[src/rtl/da_tx_if.sv]
// Stream and fx-bus signal bundle for the serial DAC transmitter.
// The transmitter is the slave on both the stream and the fx bus.
interface da_tx_if;
   logic [15:0] da_data;
   logic        da_vld;
   logic        da_rdy;
   logic [21:0] fx_waddr;
   logic        fx_wr;
   logic [7:0]  fx_data;
   logic        fx_rd;
   logic [21:0] fx_raddr;
   logic [7:0]  fx_q;

   modport master (
      output da_data, da_vld, fx_waddr, fx_wr, fx_data, fx_rd, fx_raddr,
      input  da_rdy, fx_q
   );

   modport slave (
      input  da_data, da_vld, fx_waddr, fx_wr, fx_data, fx_rd, fx_raddr,
      output da_rdy, fx_q
   );
endinterface

[src/rtl/da_tx.sv]
// Serial DAC transmitter: shifts 16-bit words MSB-first on cs_n/sclk/sdin,
// sourced from a valid/ready stream or from fx-bus data registers.
//
// state | meaning
// IDLE  | outputs idle, waiting for a stream word or a GO write
// SETUP | cs_n low, sclk high for H cycles before the first falling edge
// SHIFT | 16 bits, each sclk low H cycles then high H cycles
// HOLD  | cs_n low, sclk high for H cycles after bit 0
// GAP   | cs_n high for 2H cycles before the next frame may start
module da_tx #(
   parameter logic [7:0] DIV_DEFAULT = 8'd4,
   parameter int         FRAME_BITS  = 16
) (
   input  logic       clk_sys,
   input  logic       rst_n,
   input  logic [5:0] dev_id,
   da_tx_if.slave     bus,
   output logic       cs_n,
   output logic       sclk,
   output logic       sdin
);

   localparam logic [3:0] LAST_BIT = 4'(FRAME_BITS - 1);

   typedef enum logic [2:0] {
      IDLE  = 3'd0,
      SETUP = 3'd1,
      SHIFT = 3'd2,
      HOLD  = 3'd3,
      GAP   = 3'd4
   } state_t;

   state_t      state;
   logic [8:0]  tmr;
   logic [7:0]  h_lat;
   logic [14:0] shreg;
   logic [3:0]  bit_idx;

   logic [7:0]  dlo, dhi, div, cnt, rdata, q_r;
   logic        src, rdy_en;
   logic        wr_sel, rd_sel, busy, go, start, frame_done;
   logic [15:0] woff, roff, start_word;

   assign wr_sel     = bus.fx_wr && (bus.fx_waddr[21:16] == dev_id);
   assign rd_sel     = bus.fx_rd && (bus.fx_raddr[21:16] == dev_id);
   assign woff       = bus.fx_waddr[15:0];
   assign roff       = bus.fx_raddr[15:0];
   assign busy       = (state != IDLE);
   assign bus.da_rdy = rdy_en && !busy && !src;
   assign go         = wr_sel && (woff == 16'h0002) && bus.fx_data[1] && src && !busy;
   assign start      = go || (bus.da_vld && bus.da_rdy);
   assign start_word = src ? {dhi, dlo} : bus.da_data;
   assign frame_done = (state == HOLD) && (tmr == 9'd0);
   assign bus.fx_q   = q_r;

   always_comb begin
      rdata = 8'h00;
      case (roff)
         16'h0000: rdata = dlo;
         16'h0001: rdata = dhi;
         16'h0002: rdata = {7'b0, src};
         16'h0003: rdata = div;
         16'h0004: rdata = {6'b0, src, busy};
         16'h0005: rdata = cnt;
         default:  rdata = 8'h00;
      endcase
   end

   // rdy_en keeps da_rdy low while reset is asserted and until the first clock.
   always_ff @(posedge clk_sys or negedge rst_n) begin
      if (!rst_n) begin
         dlo    <= 8'h00;
         dhi    <= 8'h00;
         div    <= DIV_DEFAULT;
         src    <= 1'b0;
         cnt    <= 8'h00;
         q_r    <= 8'h00;
         rdy_en <= 1'b0;
      end else begin
         rdy_en <= 1'b1;
         if (wr_sel) begin
            case (woff)
               16'h0000: dlo <= bus.fx_data;
               16'h0001: dhi <= bus.fx_data;
               16'h0002: src <= bus.fx_data[0];
               16'h0003: div <= bus.fx_data;
               default:  ;
            endcase
         end
         if (wr_sel && (woff == 16'h0005))
            cnt <= 8'h00;
         else if (frame_done)
            cnt <= cnt + 8'd1;
         q_r <= rd_sel ? rdata : 8'h00;
      end
   end

   // Every phase timer loads H-1 (or 2H-1) and leaves its phase when it reaches 0.
   always_ff @(posedge clk_sys or negedge rst_n) begin
      if (!rst_n) begin
         state   <= IDLE;
         tmr     <= 9'd0;
         h_lat   <= 8'h00;
         shreg   <= 15'h0000;
         bit_idx <= 4'd0;
         cs_n    <= 1'b1;
         sclk    <= 1'b1;
         sdin    <= 1'b0;
      end else begin
         case (state)
            IDLE: begin
               if (start) begin
                  state   <= SETUP;
                  h_lat   <= div;
                  tmr     <= {1'b0, div};
                  shreg   <= start_word[14:0];
                  bit_idx <= LAST_BIT;
                  cs_n    <= 1'b0;
                  sdin    <= start_word[15];
               end
            end
            SETUP: begin
               if (tmr == 9'd0) begin
                  state <= SHIFT;
                  sclk  <= 1'b0;
                  tmr   <= {1'b0, h_lat};
               end else begin
                  tmr <= tmr - 9'd1;
               end
            end
            SHIFT: begin
               if (tmr != 9'd0) begin
                  tmr <= tmr - 9'd1;
               end else if (!sclk) begin
                  sclk <= 1'b1;
                  tmr  <= {1'b0, h_lat};
               end else if (bit_idx == 4'd0) begin
                  state <= HOLD;
                  tmr   <= {1'b0, h_lat};
               end else begin
                  sclk    <= 1'b0;
                  bit_idx <= bit_idx - 4'd1;
                  sdin    <= shreg[14];
                  shreg   <= {shreg[13:0], 1'b0};
                  tmr     <= {1'b0, h_lat};
               end
            end
            HOLD: begin
               if (tmr == 9'd0) begin
                  state <= GAP;
                  cs_n  <= 1'b1;
                  sdin  <= 1'b0;
                  tmr   <= {h_lat, 1'b1};
               end else begin
                  tmr <= tmr - 9'd1;
               end
            end
            GAP: begin
               if (tmr == 9'd0)
                  state <= IDLE;
               else
                  tmr <= tmr - 9'd1;
            end
            default: state <= IDLE;
         endcase
      end
   end

endmodule
[src/flat_wrapper.sv]
// flat-port wrapper written by rule: the top's interface ports become plain ports
module da_tx_flat 
#(
   parameter logic [7:0] DIV_DEFAULT = 8'd4,
   parameter int         FRAME_BITS  = 16
)
  (clk_sys, rst_n, dev_id, cs_n, sclk, sdin, bus_da_data, bus_da_vld, bus_fx_waddr, bus_fx_wr, bus_fx_data, bus_fx_rd, bus_fx_raddr, bus_da_rdy, bus_fx_q);
  da_tx_if bus_i ();
  input  logic clk_sys;
  input  logic rst_n;
  input  logic [5:0] dev_id;
  output logic cs_n;
  output logic sclk;
  output logic sdin;
  input wire logic [$bits(bus_i.da_data)-1:0] bus_da_data;
  input wire logic [$bits(bus_i.da_vld)-1:0] bus_da_vld;
  input wire logic [$bits(bus_i.fx_waddr)-1:0] bus_fx_waddr;
  input wire logic [$bits(bus_i.fx_wr)-1:0] bus_fx_wr;
  input wire logic [$bits(bus_i.fx_data)-1:0] bus_fx_data;
  input wire logic [$bits(bus_i.fx_rd)-1:0] bus_fx_rd;
  input wire logic [$bits(bus_i.fx_raddr)-1:0] bus_fx_raddr;
  output wire logic [$bits(bus_i.da_rdy)-1:0] bus_da_rdy;
  output wire logic [$bits(bus_i.fx_q)-1:0] bus_fx_q;
  assign bus_i.da_data = bus_da_data;
  assign bus_i.da_vld = bus_da_vld;
  assign bus_i.fx_waddr = bus_fx_waddr;
  assign bus_i.fx_wr = bus_fx_wr;
  assign bus_i.fx_data = bus_fx_data;
  assign bus_i.fx_rd = bus_fx_rd;
  assign bus_i.fx_raddr = bus_fx_raddr;
  assign bus_da_rdy = bus_i.da_rdy;
  assign bus_fx_q = bus_i.fx_q;
  da_tx #(.DIV_DEFAULT(DIV_DEFAULT), .FRAME_BITS(FRAME_BITS)) u_core (.clk_sys(clk_sys), .rst_n(rst_n), .dev_id(dev_id), .bus(bus_i), .cs_n(cs_n), .sclk(sclk), .sdin(sdin));
endmodule
[config.mk]
export PLATFORM = sky130hd
export DESIGN_NAME = da_tx_flat
export DESIGN_NICKNAME = d
export VERILOG_FILES = /design/src/rtl/da_tx_if.sv /design/src/rtl/da_tx.sv /design/src/flat_wrapper.sv
export SDC_FILE = /design/constraint.sdc
export NUM_CORES = 1
export LEC_CHECK = 0
export ABC_CLOCK_PERIOD_IN_PS = 3100
export BUFFER_PORTS_ARGS = -buffer_cell sky130_fd_sc_hd__buf_2
export CAP_MARGIN = 10
export CELL_PAD_IN_SITES_DETAIL_PLACEMENT = 2
export CELL_PAD_IN_SITES_GLOBAL_PLACEMENT = 2
export CORE_UTILIZATION = 35
export CTS_CLUSTER_SIZE = 8
export DETAILED_ROUTE_END_ITERATION = 10
export PLACE_DENSITY_LB_ADDON = 0.1
export SETUP_SLACK_MARGIN = 0.1
export SLEW_MARGIN = 20
export SYNTH_ARGS = -nofsm -noshare
export SYNTH_HDL_FRONTEND = slang
export SYNTH_SLANG_ARGS = --single-unit
[constraint.sdc]
create_clock -name clk_sys -period 3.1 [get_ports clk_sys]
set_input_delay 0.775 -clock clk_sys [delete_from_list [all_inputs] [get_ports clk_sys]]
set_output_delay 0.775 -clock clk_sys [all_outputs]
set_load 0.05 [all_outputs]
==> run metrics <==
status=complete, no violations; Syn Nets=586; antenna-violating nets left=0; top cell type by total area after synthesis=dfrtp_1; root buf cell=clkbuf_16; routability cong.=0.855; RR Endpoint=u_core.shreg[5]; post-CTS resize count=0; Clock Pin Slew Worst Setup and Hold Paths=0.07 ns; total negative slack=0 ns; clock buffer count from CTS=9; Vias=4,390; Synth Flop Type=dfrtp_1; Final Net Count=680; slew margin rel.=54.3%; final hold vios=0; CP required=2.32 ns; RSZ-0062 raised after global routing=no; P_leak=2.65 nW; post-synthesis async set-or-reset flop share=100%; Die Wd=122 um; full die area=15,000 um^2; Slew @ Worst Pin=0.684 ns; Core Area=14,000 um^2; DR iter-0 viols=200; Netlist cell types=68; Post-synth EDFFs=0; most numerous cell in the Yosys netlist=dfrtp_1; share of the synthesized area in the top cell type=40.0%; worst IR drop on VDD=286 uV; detailed placement HPWL=12.9 mm; Critical R2R Launch=u_core.tmr[0]; fin crit share=89.6%; IO buf count=90; share of layout cells above drive strength 1=33.3%; Synth area leaders=dfrtp_1 (40%), mux2_2 (12%), mux2i_1 (4.1%), nand2_1 (3.3%), o21ai_0 (3.0%); CP Class=flop to output port; io pins=91; Syn Std Cell Area=5070 um^2; Core Util, Final=43.9%; Cell Pwr Density=791 nW/um^2; drt drc=0; Hold WC Path Type=input pin to asynchronous set/reset pin; max-slew violations=0; yosys warns=0; pin count of the biggest net entering global routing=51; Avg Cell Area, Syn=10.1 um^2; site row count=43; setup ws final=0.323 ns; Reg2Reg Setup Slack=0.36 ns; Post-Syn Instances=504; critical path launch point type=flop; first-pass GRT wire length=27.2 mm; initial core utilization=36.3%; WP data arrival=2.00 ns; vias in the first global route=4,872; crit-path max FO=15; die height=122 um; vias per inst=5.61; H-tree depth=3; Final Critical Period=2.78 ns; routed len/inst=21.8 um; diode count=0; final setup skew=0.00683 ns; r2r worst-path depth=8; synth-to-layout area growth=21.0%; grt ovf=0; CTS Buffer Depth=2; All-Layer GR Usage=24.3%; antenna violations before repair=0; Max-Cap Viols=0; Fmax=360 MHz; hold_ws=0.397 ns; worst skew pair latency=0.35 ns; setup repair bufs after CTS=0; sequential fraction of the synthesis area=41.5%; commonest cells in the netlist=dfrtp_1 (81), mux2_2 (53), nand2_1 (45); wirelength, routed=17.0 mm; pre-CTS setup slack=0.205 ns; #FFs+latches synth=84; Setup-failing EPs final=0; clock sink count=84; Crit. End Element=output port; DRT Pass-1 Iters=4; CTS tree=built; hold_buf cts=0
==> state kept, by name (all words and copies together), names as in the netlist, 3 cells and up <==
name and count:
u_core.dhi 8, u_core.bit_idx 4, u_core.tmr 9, u_core.shreg 15, u_core.dlo 8, u_core.cnt 8
u_core.div 8, u_core.bus.fx_q 8, u_core.state 3, u_core.h_lat 8
==> worst max-delay path, cell delays in order, from the launching register on <==
cell and delay [ns]:
dfrtp_1 0.57, nor3_1 0.56, and3_1 0.25, buf_2 0.27
==> metal layers <==
layer / vias up / part of all wire (%) / global-route usage [%]
li1: 2056 / - / -
met5: - / 0 / 0
met1: 2230 / 44 / 30.1
met4: 0 / 2.0 / 8.46
met3: 20 / 2.8 / 2.88
met2: 84 / 51 / 43.3
==> where the power goes <==
group / leakage (nW) / internal, mW / switching (mW)
combinational: 1.43 / 0.881 / 1.10
sequential: 1.06 / 1.32 / 0.284
clock: 0.163 / 0.790 / 0.470
==> placed cells by master (no fill, tap or decap), types with 7 or more instances in the layout <==
master,Yosys,layout
buf_2,2,89
clkbuf_16,0,9
inv_1,12,12
nor4_1,7,7
nand4_1,15,15
nor2b_1,7,7
xnor2_1,14,14
mux2_2,53,53
a21oi_1,14,14
a2bb2oi_1,8,8
buf_4,0,17
nand2_1,45,45
o22ai_1,9,9
nor2_1,35,35
mux2_4,8,8
dfrtp_1,81,81
nand3_1,9,9
xor2_1,7,7
nor3_1,15,14
o21ai_0,30,30
a22oi_1,10,10
mux2i_1,21,21
==> per-stage QoR <==
stage	power (mW)	instances	instance area, um^2
CTS	4.90	783	6140
global placement	3.50	767	5800
finish	4.85	783	6140
detailed placement	3.60	767	5800
global route	5.14	783	6140
floorplan	2.93	504	5070
==> layout make-up <==
cell class / instances / area, um^2
clock buffer: 10 / 229
timing repair buffer: 108 / 613
clock inverter: 6 / 111
tap: 180 / 225
inverter: 14 / 52.6
multi-input combinational: 381 / 2800
sequential: 84 / 2110
fill: 1510 / 7850
==> cell families (layout without fill, tap and decap cells) <==
kind of cell    Yosys count  in the layout  share of synthesized area [%]
xor+xnor                 21             21                           3.63
fa+ha+maj                 3              3                          0.740
compound gates          108            108                           14.9
buf+inv                  39            138                           3.40
mux                      82             82                           18.3
other cells               1              1                         0.0739
flops                    84             84                           41.5
simple gates            166            166                           17.5
==> worst max path at each step <==
stage	end	cells past startpoint	slack, ns	startpoint
finish	bus_da_rdy	3	0.32	u_core.state[1]
global route	u_core.shreg[2]	8	0.16	u_core.tmr[0]
CTS	u_core.shreg[3]	8	0.30	u_core.tmr[0]
detailed placement	u_core.shreg[3]	7	0.21	bus_fx_waddr[7]
global placement	u_core.shreg[2]	7	0.25	bus_fx_waddr[7]
floorplan	u_core.shreg[10]	7	0.41	bus_fx_waddr[7]
Note: power is estimated with default switching activity, not from simulation.
